--- config.mk ---
export PLATFORM = sky130hd
export DESIGN_NAME = mem_io_bridge
export DESIGN_NICKNAME = d
export VERILOG_FILES = /design/src/rtl/mem_io_bridge.sv
export SDC_FILE = /design/constraint.sdc
export NUM_CORES = 1
export LEC_CHECK = 0
export ABC_AREA = 1
export BUFFER_PORTS_ARGS = -buffer_cell sky130_fd_sc_hd__buf_2
export CAP_MARGIN = 30
export CORE_MARGIN = 2
export CORE_UTILIZATION = 40
export CTS_CLUSTER_DIAMETER = 120
export DETAILED_ROUTE_END_ITERATION = 12
export PLACE_DENSITY = 0.66
export SYNTH_ARGS = -nofsm -noshare
export SYNTH_HDL_FRONTEND = slang
export SYNTH_SLANG_ARGS = --single-unit
--- constraint.sdc ---
create_clock -name clk_in -period 2.57 [get_ports clk_in]
set_input_delay 0.514 -clock clk_in [delete_from_list [all_inputs] [get_ports clk_in]]
set_output_delay 0.514 -clock clk_in [all_outputs]
set_load 0.1 [all_outputs]
--- src/rtl/mem_io_bridge.sv ---
// mem_io_bridge: cpu bus to 128KB RAM plus I/O page 0x3xxxx (UART TX FIFO, RX pop, cycle counter, stop flag).
// Reads return on cpu_din one cycle after the address; cpu_rdy drops while the TX FIFO is full.

module sync_fifo #(
    parameter int W  = 8,
    parameter int AW = 4
) (
    input  logic         clk,
    input  logic         rst_n,
    input  logic         push,
    input  logic [W-1:0] push_dat,
    input  logic         pop,
    output logic [W-1:0] head_dat,
    output logic         empty,
    output logic         full
);
    logic [W-1:0]  mem [0:(1<<AW)-1];
    logic [AW-1:0] wr_ptr;
    logic [AW-1:0] rd_ptr;
    logic [AW:0]   cnt;
    logic          wr_ok;
    logic          rd_ok;

    assign empty    = (cnt == '0);
    assign full     = cnt[AW];
    assign wr_ok    = push & ~full;
    assign rd_ok    = pop & ~empty;
    assign head_dat = mem[rd_ptr];

    always_ff @(posedge clk) begin
        if (!rst_n) begin
            wr_ptr <= '0;
            rd_ptr <= '0;
            cnt    <= '0;
        end else begin
            if (wr_ok) wr_ptr <= wr_ptr + AW'(1);
            if (rd_ok) rd_ptr <= rd_ptr + AW'(1);
            if (wr_ok && !rd_ok) begin
                cnt <= cnt + (AW+1)'(1);
            end else if (rd_ok && !wr_ok) begin
                cnt <= cnt - (AW+1)'(1);
            end
        end
    end

    always_ff @(posedge clk) begin
        if (rst_n && wr_ok) mem[wr_ptr] <= push_dat;
    end
endmodule

module mem_io_bridge #(
    parameter int TX_DEPTH_LOG2 = 4,
    parameter int RAM_AW        = 17
) (
    input  logic              clk_in,
    input  logic              rst_in,
    input  logic              rdy_in,
    input  logic [31:0]       cpu_a,
    input  logic              cpu_wr,
    input  logic [7:0]        cpu_dout,
    output logic [7:0]        cpu_din,
    output logic              cpu_rdy,
    output logic [RAM_AW-1:0] ram_a,
    output logic              ram_we,
    output logic [7:0]        ram_wdata,
    input  logic [7:0]        ram_rdata,
    input  logic              rx_valid,
    input  logic [7:0]        rx_data,
    output logic              rx_pop,
    output logic              tx_valid,
    output logic [7:0]        tx_data,
    input  logic              tx_ready,
    output logic              prog_stop
);
    typedef enum logic [2:0] {
        SEL_RAM, SEL_RX, SEL_CLK0, SEL_CLK1, SEL_CLK2, SEL_CLK3, SEL_ZERO
    } sel_t;

    sel_t        sel_q;
    sel_t        sel_d;
    logic [7:0]  rx_q;
    logic [31:0] counter;
    logic [31:0] snap;
    logic        io;
    logic        is_rx;
    logic        is_stop;
    logic        is_clk;
    logic        rd_en;
    logic        wr_en;
    logic        tx_full;
    logic        tx_empty;
    logic        tx_push;
    logic        tx_pop;
    logic [7:0]  tx_push_dat;
    logic [7:0]  tx_head;
    logic        unused_hi;

    assign unused_hi = ^cpu_a[31:18];

    // Every presented address is an access whenever the bridge is ready.
    assign cpu_rdy = rdy_in & ~tx_full;
    assign rd_en   = cpu_rdy & ~cpu_wr;
    assign wr_en   = cpu_rdy & cpu_wr;

    assign io      = (cpu_a[17:16] == 2'b11);
    assign is_rx   = (cpu_a[17:0] == 18'h30000);
    assign is_stop = (cpu_a[17:0] == 18'h30004);
    assign is_clk  = (cpu_a[17:2] == 16'hC001);

    assign ram_a     = cpu_a[RAM_AW-1:0];
    assign ram_we    = wr_en & ~io;
    assign ram_wdata = ram_we ? cpu_dout : 8'h00;
    assign rx_pop    = rd_en & is_rx & rx_valid;

    // A stop write queues a NUL so the host sees the program end in the byte stream.
    assign tx_push     = wr_en & (is_stop | (is_rx & (cpu_dout != 8'h00)));
    assign tx_push_dat = is_stop ? 8'h00 : cpu_dout;
    assign tx_pop      = ~tx_empty & tx_ready;
    assign tx_valid    = ~tx_empty;
    assign tx_data     = tx_empty ? 8'h00 : tx_head;

    sync_fifo #(
        .W  (8),
        .AW (TX_DEPTH_LOG2)
    ) u_tx_fifo (
        .clk      (clk_in),
        .rst_n    (rst_in),
        .push     (tx_push),
        .push_dat (tx_push_dat),
        .pop      (tx_pop),
        .head_dat (tx_head),
        .empty    (tx_empty),
        .full     (tx_full)
    );

    always_comb begin
        sel_d = SEL_RAM;
        if (io) begin
            sel_d = SEL_ZERO;
            if (is_rx) begin
                sel_d = SEL_RX;
            end else if (is_clk) begin
                case (cpu_a[1:0])
                    2'd0:    sel_d = SEL_CLK0;
                    2'd1:    sel_d = SEL_CLK1;
                    2'd2:    sel_d = SEL_CLK2;
                    default: sel_d = SEL_CLK3;
                endcase
            end
        end
    end

    always_comb begin
        cpu_din = 8'h00;
        case (sel_q)
            SEL_RAM:  cpu_din = ram_rdata;
            SEL_RX:   cpu_din = rx_q;
            SEL_CLK0: cpu_din = snap[7:0];
            SEL_CLK1: cpu_din = snap[15:8];
            SEL_CLK2: cpu_din = snap[23:16];
            SEL_CLK3: cpu_din = snap[31:24];
            default:  cpu_din = 8'h00;
        endcase
    end

    // Free-running: counts even while the board holds rdy_in low.
    always_ff @(posedge clk_in) begin
        if (!rst_in) counter <= '0;
        else         counter <= counter + 32'd1;
    end

    always_ff @(posedge clk_in) begin
        if (!rst_in) begin
            sel_q     <= SEL_RAM;
            rx_q      <= 8'h00;
            snap      <= '0;
            prog_stop <= 1'b0;
        end else begin
            if (rd_en) begin
                sel_q <= sel_d;
                if (is_rx)   rx_q <= rx_valid ? rx_data : 8'h00;
                if (is_stop) snap <= counter;
            end
            if (wr_en && is_stop) prog_stop <= 1'b1;
        end
    end
endmodule
==> impl_metrics.py <==
metrics = {
    "critical_path": {
        "worstPathMaxFanout": 24,
        "critPathMostFrequentCell": "sky130_fd_sc_hd__buf_12",
        "slowest_delay_ps": 470,
        "cp_data_arrival_time_ps": 2100,
        "path_class": "flop to output pin",
        "worst_setup_path_end_kind": "output pin",
        "worst_setup_path_start_kind": "flop",
        "crit_path_cell_chain": "buf_12, o21ai_0, o221ai_2, nand3_1, a21oi_4, buf_12",
        "cell_type_of_the_slowest_stage_on_the_worst_timing_path": "sky130_fd_sc_hd__dfxtp_4",
        "critPathRequiredTime_ps": 2060,
    },
    "synthesis": {
        "synth_enable_flop_cells": 128,
        "synthTopCellsByCount": "sky130_fd_sc_hd__nor2_1 (153), sky130_fd_sc_hd__edfxtp_1 (128), sky130_fd_sc_hd__nand2_1 (112)",
        "synthesis.area_per_instance_um2": 9.55,
        "yosys.cell_count.top_type": "sky130_fd_sc_hd__nor2_1",
        "synth_largest_area_cell": "sky130_fd_sc_hd__edfxtp_1",
        "post_synth_arst_share_pct": 0,
        "dominantRegCellSynth": "sky130_fd_sc_hd__edfxtp_1",
        "netlist_instances": 1051,
        "synth_seq_cells": 221,
        "yosysTopAreaCellShare_pct": 38.3,
        "synth.yosys.warnings": 0,
        "netlist-cell-type-count": 45,
        "synthesized_nets": 1124,
        "netlist_area_um2": 10000,
        "synth_top_cells_by_area": "sky130_fd_sc_hd__edfxtp_1 (38%), sky130_fd_sc_hd__dfxtp_1 (19%), sky130_fd_sc_hd__nor2_1 (5.7%), sky130_fd_sc_hd__a21oi_1 (5.0%), sky130_fd_sc_hd__nand2_1 (4.2%)",
        "synth-seq-area-share_pct": 56.8,
    },
    "layout": {
        "final_net_count": 1247,
        "syn_to_final_growth_pct": 26.7,
        "antenna_cells_inserted": 0,
        "drive_gt1_share_pct": 23.8,
        "finish.cell_count_without_fillers": 1514,
        "finalInstanceArea_um2": 12700,
    },
    "placement": {
        "dp_hpwl_um": 17000,
        "io_buffer_count": 93,
        "placed_cells": 1465,
        "placed_cell_area_um2": 11600,
        "routabilityCongestion": 0.906,
    },
    "global_route": {
        "grt_pass1_vias": 7558,
        "grt_start_max_net_pins": 50,
        "wire_length_of_the_first_global_routing_pass_um": 39900,
        "number_of_antenna_violations_at_the_first_check_in_global_routing": 0,
        "globalRoute.totalOverflow": 0,
        "global_route.usage.total_pct": 19.1,
    },
    "floorplan": {
        "die_area_um2": 26400,
        "placeableCoreArea_um2": 24500,
        "floorplan.initialDensity_pct": 41.1,
        "die-width_um": 162,
        "die_h_um": 162,
        "std_cell_rows": 57,
        "num_io_pins": 108,
    },
    "route": {
        "via_count": 7779,
        "drc_errors": 0,
        "drtIter0Drc": 564,
        "post_drt_wl_per_cell_um": 16.6,
        "drt_pass1_iterations": 4,
        "wirelength_um": 25100,
        "viasPerCell": 5.14,
        "antenna_violating_nets_post_route": 0,
    },
    "clock_network": {
        "cts_tree": "done",
        "cts_buffer_depth": 3,
        "num_cts_buffers": 25,
        "cts.hold.buffers_added": 0,
        "clockRootBuffer": "sky130_fd_sc_hd__clkbuf_16",
        "clock_transition_at_the_registers_of_the_reported_paths_ps": 60,
        "clock-sinks": 221,
        "clock_insertion_delay_worst_skew_ps": 510,
        "cts.htree.levels": 1,
    },
    "sta": {
        "finalCritPeriodShare_pct": 102,
        "layout_min_cycle_time_ps": 2620,
        "clock.fmax_ghz": 0.382,
        "skew_ps": 16.0,
        "minimum_hold_slack_ps": 277,
        "hold_violations": 0,
        "transition_time_at_the_pin_with_the_least_slew_margin_ps": 1030,
        "layout_setup_ws_ps": -45.6,
        "setup-violations-final": 6,
        "rsz0062_at_grt": "yes",
        "worst_slew_margin_rel_pct": 31.3,
        "final-max-slew-violation-count": 0,
    },
    "run_status": {
        "failed_checks": "setup timing",
        "status": "finished, violations left",
    },
    "power": {
        "total_leakage_power_nw": 4.44,
        "vdd_ir_drop_max_mv": 1.21,
        "pwr_density_cell_nw_per_um2": 923,
    },
    "run": {
        "max_cap_check_violation_count": 0,
    },
    "worst_hold_path": {
        "hp-class": "primary input to flop",
    },
}
==> worst max-delay path: cells and delay by family, from the launching register on <==
kind	cells	cell delay, ps
flip-flops	1	470
AND/OR/NAND/NOR	1	160
AO/OA/AOI/OAI	3	550
buffers and inverters	2	390
==> stage by stage <==
stage               util [%]  setup WS (ps)  power, mW  TNS, ps
floorplan                  -           -825       6.85    -7420
global placement        47.4           -138       8.11     -193
detailed placement      47.5           -154       8.15     -297
CTS                     51.6          -67.2       11.7     -440
global route            52.0           -137       12.2     -884
finish                  52.0          -45.6       11.7     -131
==> flip-flops by register name, indices dropped and copies added (netlist names), named ones only <==
name / flops
u_tx_fifo.rd_ptr: 4
prog_stop: 1
u_tx_fifo.mem: 128
rx_q: 8
counter: 32
snap: 32
sel_q: 3
u_tx_fifo.cnt: 5
u_tx_fifo.wr_ptr: 4
==> power breakdown <==
| part | total (mW) | leakage, nW | switching, mW | internal, mW |
|---|---|---|---|---|
| logic | 4.54 | 2.17 | 2.90 | 1.64 |
| registers | 3.95 | 1.90 | 0.127 | 3.82 |
| clock network | 3.25 | 0.366 | 1.35 | 1.90 |
| total | 11.7 | 4.44 | 4.38 | 7.36 |
==> routing by layer <==
metal | routed length [um] | vias up | share of wire, % | track usage, %
met5 | 0 | - | 0 | 0
met4 | 680 | 0 | 2.7 | 5.91
met3 | 1040 | 43 | 4.1 | 2.83
met2 | 12100 | 177 | 48 | 31.8
met1 | 11300 | 3685 | 45 | 25.8
li1 | - | 3874 | - | -
==> timing repair <==
action / CTS / global route
cloned: 4 / 0
setup endpoints to repair: 16 / 15
pin swaps: 12 / 11
setup buffers: 2 / 0
resized for setup: 34 / 21
hold endpoints to repair: 0 / 0
==> layout by cell type, fill, tap and decap left out, drive strengths merged, types with 7 or more instances in the layout <==
cell    count
nor2      160
a21oi     100
nand3      54
nand2     119
clkbuf     36
clkinv      7
buf       155
nand4       7
edfxtp    128
inv       101
xor2       10
o21a       10
nor3       22
ha         10
o211ai     10
o21bai     32
o21ai      79
o221ai     24
dfxtp      93
o22ai      13
==> final timing paths <==
kind,startpoint,to,slack [ps],cells past startpoint
worst max-delay path,flop,tx_data[2],-50,6
worst min-delay path,rx_data[6],rx_q[6]$_SDFFE_PN0P_,280,3
worst max register to register,u_tx_fifo.cnt[4]$_SDFFE_PN0P_,u_tx_fifo.cnt[4]$_SDFFE_PN0P_,300,13
worst min register to register,snap[28]$_SDFFE_PN0P_,snap[28]$_SDFFE_PN0P_,450,2
==> layout make-up <==
class | count | area, um^2
multi-input cells | 668 | 3950
clock inverters | 7 | 38.8
fillers | 2162 | 11700
clock buffers | 36 | 707
inverters | 103 | 415
repair buffers | 155 | 1490
well taps | 324 | 405
flip-flops and latches | 221 | 5720
==> logic make-up after synthesis <==
| family | count (synthesis) | synth area share, % |
|---|---|---|
| flops | 221 | 56.8 |
| compound gates | 270 | 15.9 |
| simple gates | 376 | 17.5 |
| buf+inv | 162 | 7.41 |
| xor+xnor | 11 | 0.959 |
| fa+ha+maj | 11 | 1.45 |
Note: power is estimated with default switching activity, not from simulation.
